### src/rtl/regfile_mp_if.sv
// Bus bundle for the multi-port register file: clear/ready handshake plus packed
// write and read port lanes.
interface regfile_mp_if #(
    parameter int WIDTH  = 32,
    parameter int DEPTH  = 32,
    parameter int NUM_RD = 2,
    parameter int NUM_WR = 1
);
    localparam int AW = $clog2(DEPTH);

    logic                      clear_i;
    logic                      ready_o;
    logic [NUM_WR-1:0]         we_i;
    logic [NUM_WR*AW-1:0]      waddr_i;
    logic [NUM_WR*WIDTH-1:0]   wdata_i;
    logic [NUM_RD*AW-1:0]      raddr_i;
    logic [NUM_RD*WIDTH-1:0]   rdata_o;

    modport master (
        output clear_i,
        output we_i,
        output waddr_i,
        output wdata_i,
        output raddr_i,
        input  ready_o,
        input  rdata_o
    );

    modport slave (
        input  clear_i,
        input  we_i,
        input  waddr_i,
        input  wdata_i,
        input  raddr_i,
        output ready_o,
        output rdata_o
    );
endinterface

### src/rtl/regfile_mp.sv
// Parametrised multi-port register file with combinational reads, synchronous writes,
// optional hardwired-zero entry 0, optional write-to-read bypass and a zeroing sweep.
module regfile_mp #(
    parameter int WIDTH    = 32,
    parameter int DEPTH    = 32,
    parameter int NUM_RD   = 2,
    parameter int NUM_WR   = 1,
    parameter bit ZERO_REG = 1'b1,
    parameter bit BYPASS   = 1'b0
) (
    input  logic          clk_i,
    input  logic          rst_i,
    regfile_mp_if.slave   bus
);
    localparam int AW = $clog2(DEPTH);
    localparam logic [AW-1:0] LAST_ADDR = AW'(DEPTH - 1);

    typedef enum logic {
        ST_CLEAR = 1'b0,
        ST_READY = 1'b1
    } state_t;

    state_t          state_reg, state_next;
    logic [AW-1:0]   clr_ptr_reg, clr_ptr_next;
    logic            ready_reg;

    logic [WIDTH-1:0] mem_reg [DEPTH];

    logic [AW-1:0]    waddr [NUM_WR];
    logic [WIDTH-1:0] wdata [NUM_WR];
    logic [NUM_WR-1:0] wr_en;

    // ------------------------------------------------------------------
    // Clear sequencer
    // ------------------------------------------------------------------
    always_ff @(posedge clk_i or posedge rst_i) begin
        if (rst_i) begin
            state_reg   <= ST_CLEAR;
            clr_ptr_reg <= '0;
            ready_reg   <= 1'b0;
        end else begin
            state_reg   <= state_next;
            clr_ptr_reg <= clr_ptr_next;
            ready_reg   <= (state_next == ST_READY);
        end
    end

    always_comb begin
        state_next   = state_reg;
        clr_ptr_next = clr_ptr_reg;
        case (state_reg)
            ST_CLEAR: begin
                // A new request restarts the sweep from entry 0.
                if (bus.clear_i) begin
                    clr_ptr_next = '0;
                end else if (clr_ptr_reg == LAST_ADDR) begin
                    state_next   = ST_READY;
                    clr_ptr_next = '0;
                end else begin
                    clr_ptr_next = clr_ptr_reg + 1'b1;
                end
            end
            ST_READY: begin
                if (bus.clear_i) begin
                    state_next   = ST_CLEAR;
                    clr_ptr_next = '0;
                end
            end
            default: begin
                state_next   = ST_CLEAR;
                clr_ptr_next = '0;
            end
        endcase
    end

    assign bus.ready_o = ready_reg;

    // ------------------------------------------------------------------
    // Write ports
    // ------------------------------------------------------------------
    genvar gi;
    generate
        for (gi = 0; gi < NUM_WR; gi++) begin : g_wr
            assign waddr[gi] = bus.waddr_i[gi*AW +: AW];
            assign wdata[gi] = bus.wdata_i[gi*WIDTH +: WIDTH];
            assign wr_en[gi] = bus.we_i[gi] && (state_reg == ST_READY)
                               && !(ZERO_REG && (waddr[gi] == '0));
        end
    endgenerate

    // Later ports overwrite earlier ones, so the highest index wins a collision.
    always_ff @(posedge clk_i) begin
        if (state_reg == ST_CLEAR) begin
            mem_reg[clr_ptr_reg] <= '0;
        end else begin
            for (int k = 0; k < NUM_WR; k++) begin
                if (wr_en[k]) begin
                    mem_reg[waddr[k]] <= wdata[k];
                end
            end
        end
    end

    // ------------------------------------------------------------------
    // Read ports
    // ------------------------------------------------------------------
    generate
        for (gi = 0; gi < NUM_RD; gi++) begin : g_rd
            logic [AW-1:0]    raddr;
            logic [WIDTH-1:0] rd_val;

            assign raddr = bus.raddr_i[gi*AW +: AW];

            always_comb begin
                rd_val = mem_reg[raddr];
                if (BYPASS) begin
                    for (int k = 0; k < NUM_WR; k++) begin
                        if (wr_en[k] && (waddr[k] == raddr)) begin
                            rd_val = wdata[k];
                        end
                    end
                end
                // Storage is not trustworthy until the sweep finishes.
                if (state_reg != ST_READY) begin
                    rd_val = '0;
                end else if (ZERO_REG && (raddr == '0)) begin
                    rd_val = '0;
                end
            end

            assign bus.rdata_o[gi*WIDTH +: WIDTH] = rd_val;
        end
    endgenerate

endmodule

### src/flat_wrapper.sv
// flat-port wrapper written by rule: the top's interface ports become plain ports
module regfile_mp_flat 
#(
    parameter int WIDTH    = 32,
    parameter int DEPTH    = 32,
    parameter int NUM_RD   = 2,
    parameter int NUM_WR   = 1,
    parameter bit ZERO_REG = 1'b1,
    parameter bit BYPASS   = 1'b0
)
  (clk_i, rst_i, bus_clear_i, bus_we_i, bus_waddr_i, bus_wdata_i, bus_raddr_i, bus_ready_o, bus_rdata_o);
  regfile_mp_if #(.WIDTH(WIDTH), .DEPTH(DEPTH), .NUM_RD(NUM_RD), .NUM_WR(NUM_WR)) bus_i ();
  input  logic clk_i;
  input  logic rst_i;
  input wire logic [$bits(bus_i.clear_i)-1:0] bus_clear_i;
  input wire logic [$bits(bus_i.we_i)-1:0] bus_we_i;
  input wire logic [$bits(bus_i.waddr_i)-1:0] bus_waddr_i;
  input wire logic [$bits(bus_i.wdata_i)-1:0] bus_wdata_i;
  input wire logic [$bits(bus_i.raddr_i)-1:0] bus_raddr_i;
  output wire logic [$bits(bus_i.ready_o)-1:0] bus_ready_o;
  output wire logic [$bits(bus_i.rdata_o)-1:0] bus_rdata_o;
  assign bus_i.clear_i = bus_clear_i;
  assign bus_i.we_i = bus_we_i;
  assign bus_i.waddr_i = bus_waddr_i;
  assign bus_i.wdata_i = bus_wdata_i;
  assign bus_i.raddr_i = bus_raddr_i;
  assign bus_ready_o = bus_i.ready_o;
  assign bus_rdata_o = bus_i.rdata_o;
  regfile_mp #(.WIDTH(WIDTH), .DEPTH(DEPTH), .NUM_RD(NUM_RD), .NUM_WR(NUM_WR), .ZERO_REG(ZERO_REG), .BYPASS(BYPASS)) u_core (.clk_i(clk_i), .rst_i(rst_i), .bus(bus_i));
endmodule
### config.mk
export PLATFORM = sky130hd
export DESIGN_NAME = regfile_mp_flat
export DESIGN_NICKNAME = d
export VERILOG_FILES = /design/src/rtl/regfile_mp_if.sv /design/src/rtl/regfile_mp.sv /design/src/flat_wrapper.sv
export SDC_FILE = /design/constraint.sdc
export NUM_CORES = 1
export LEC_CHECK = 0
export BUFFER_PORTS_ARGS = -buffer_cell sky130_fd_sc_hd__clkbuf_2
export CAP_MARGIN = 10
export CORE_UTILIZATION = 60
export DETAILED_ROUTE_END_ITERATION = 16
export PLACE_DENSITY = 0.77
export SLEW_MARGIN = 10
export SYNTH_ARGS = -nofsm -noshare
export SYNTH_HDL_FRONTEND = slang
export SYNTH_SLANG_ARGS = --single-unit
### constraint.sdc
create_clock -name clk_i -period 5.85 [get_ports clk_i]
set_clock_uncertainty 0.1 [all_clocks]
set_input_delay 1.17 -clock clk_i [delete_from_list [all_inputs] [get_ports clk_i]]
set_output_delay 1.17 -clock clk_i [all_outputs]
set_load 0.05 [all_outputs]
==> impl_metrics.yaml <==
logic_synthesis:
  ys_async_sr_fraction_pct: 0.583
  synthAdderAreaFrac_pct: 0.0525
  synth-warning-count: 0
  synth.ff_latch_count: 1030
  yosysTopAreaCellShare_pct: 64.5
  synthMuxAreaShare_pct: 23.2
  synth.yosys.seq_area_share_pct: 64.8
  avgSynthCellArea_sq_um: 17.2
  yosysTopAreaCell: "edfxtp_1"
  synth_compound_gate_area_share_pct: 5.46
  postSynthCellCount: 2768
  synth_top_family_by_area: "multiplexers"
  syn_nets: 2821
  ys.flop_type: "edfxtp_1"
  yosysMostFrequentCell: "edfxtp_1"
  netlist_top_cells_count: "edfxtp_1, mux2i_1, mux4_2"
  synthTopCellsByArea: "edfxtp_1, mux4_2, mux2i_1"
  ys_types: 45
  syn_area_sq_mm: 0.0477
  synth_edf_count: 1024
  synth-simple-area-share_pct: 4.25
  synth_xor_area_share_pct: 0
global_routing:
  track_usage_pct: 36.0
  grt_max_degree: 111
  antenna_found_initial: 2
  grt-ovfl-total: 0
  grt_pass1_vias: 30700
  grt_pass1_wl_mm: 208
clock_network:
  htree_levels: 3
  cts_made_buffers: 104
  cts_tree: "done"
  clock_latency_ns: 0.67
  cts.sinks: 1030
  cts_buffer_depth: 3
  ctsHoldBuffers: 0
  root_buffer: "clkbuf_16"
  cts_resized: 0
  postCtsSetupBuffers: 0
  clk_pin_slew_ns: 0.06
sta:
  fin_hold_ws_ns: 0.283
  worst_slack_ns: 0.694
  fin_crit_sh_pct: 88.1
  rsz0062_at_grt: "no"
  min_period_ns: 5.16
  hold_viol_final: 0
  fmax_mhz: 194
  drv_slew: 0
  fin_setup_tns_ns: 0
  setup_viol_count_final: 0
  worst_pin_slew_ns: 1.14
  slew_headroom_pct: 24.0
cells_and_area:
  syn_to_final_growth_pct: 12.0
  n_antenna_cell: 0
  final_area_sq_mm: 0.0534
  finalNetCount: 2947
  largest_reg_flops: 1024
  drive_above_1_share_pct: 26.5
  fillers: 5068
die:
  dieArea_sq_mm: 0.0806
  core_area_sq_mm: 0.0789
  initial_utilization_pct: 60.5
  num_io_pins: 116
  die_w_microns: 284
  rows: 103
  die_h_microns: 284
detailed_routing:
  wire_per_inst_microns: 36.1
  finalWirelength_mm: 145
  num_vias: 30400
  dr.pass1.iters: 6
  drc: 0
  drt-vias-per-instance: 7.56
  initialDrtViolationCount: 4768
  postRouteAntennaNets: 0
flow_run:
  cap_violations: 0
setup_path:
  cp_max_fo: 22
  cp_cell_sequence: "nand3_1, nor2_4, buf_4, a22oi_1, nand4_1, clkbuf_2"
  crit_path_start_kind: "register"
  worstSetupPathType: "register to output pin"
  crit_buf_inv: 2
  required_ns: 4.58
  slowest_delay_ns: 0.91
  cp_top_family: "simple AND/OR/NAND/NOR gates"
  cpMaxStageDelayCell: "dfrtp_1"
  endpoint_kind: "output pin"
  worstPathArrival_ns: 3.89
power_and_ir_drop:
  p_int_uw: 12300
  powerDensity_mw_per_mm2: 294
  power.share.switching_pct: 21.5
  p_clk_share_pct: 42.5
  switching_power_uw: 3370
  p_leak_uw: 0.0194
  p_total_uw: 15700
  vdd_drop_max_mv: 0.257
  p_comb_share_pct: 5.9
  p_seq_share_pct: 51.6
min_path:
  holdCritPathClass: "primary input to async pin"
status:
  status: "finished clean"
placed_design:
  detailedPlace.worstSlack_ns: 0.957
  io_buffers: 115
  placed_area_sq_mm: 0.0501
  dp_hpwl_mm: 82.1
  place.gp.congestion: 0.888
## worst paths after layout
| check | from | end | slack [ns] | cells after the start |
|---|---|---|---|---|
| min reg2reg | u_core.clr_ptr_reg[3] | u_core.clr_ptr_reg[3] | 0.56 | 2 |
| min in group clk_i | u_core.clr_ptr_reg[3] | u_core.clr_ptr_reg[3] | 0.56 | 2 |
| min | rst_i | u_core.clr_ptr_reg[2] | 0.28 | 2 |
| max | u_core.state_reg | bus_rdata_o[32] | 0.69 | 6 |
| max in group asynchronous | rst_i | u_core.clr_ptr_reg[4] | 5.17 | 2 |
| max reg2reg | u_core.state_reg | u_core.mem_reg[9][18] | 1.71 | 5 |
## layer usage
metal | GRT usage [%] | part of all wire (%) | vias to the layer above
li1 | - | - | 11800
met1 | 46.8 | 33 | 15400
met2 | 56.8 | 47 | 2683
met3 | 7.84 | 13 | 560
met4 | 20.1 | 6.2 | 4
met5 | 0 | 0.022 | -
## power by group through the flow
stage          combinational (uW)  sequential, uW  clock (uW)
2_1_floorplan                 619            8260           0
6_report                      921            8120        6680
3_3_place_gp                  884            8260           0
3_5_place_dp                  899            8270           0
5_1_grt                       947            8120        6970
4_1_cts                       905            8110        6690
## layout make-up
cell class              count  area [sq um]  share of cell area (%)
inverters                   7          26.3                  0.0492
multi-input cells        1521         16100                    30.0
flip-flops and latches   1030         30900                    57.8
clock buffers             116          2670                    4.99
repair buffers            230          1780                    3.33
well taps                1050          1310                    2.46
clock inverters            67           698                    1.31
## worst register-to-register path, delay by kind of cell (launching register included)
family / cells / cell delay [ns]
buffers and inverters: 1 / 0.54
AND/OR/NAND/NOR: 2 / 1.24
AO/OA/AOI/OAI: 2 / 0.98
flip-flops: 1 / 0.91
## metrics by stage
step           instances  utilization [%]
3_3_place_gp        3838             63.5
5_1_grt             4021             67.8
2_1_floorplan       2768                -
4_1_cts             4021             67.8
3_5_place_dp        3838             63.5
6_report            4021             67.8
## kinds of logic after synthesis
kind of cell,Yosys count
muxes,735
DFF,1030
AOI/OAI and AO/OA,375
adders and majority gates,2
and+or+nand+nor,409
buffers and inverters,217
## cells in the final DEF (no fill, tap or decap), drive strengths merged, types with 7 or more instances in the layout
cell type	count
edfxtp	1024
mux2i	381
mux4	290
clkbuf	226
a22oi	222
nand2	129
buf	120
a21oi	100
nand3	99
nand4	65
mux2	64
clkinv	42
and2	35
a2bb2oi	33
nor2	33
nor3	24
bufinv	14
inv	12
nor2b	7
No activity file was read; power rests on OpenSTA's default activity.
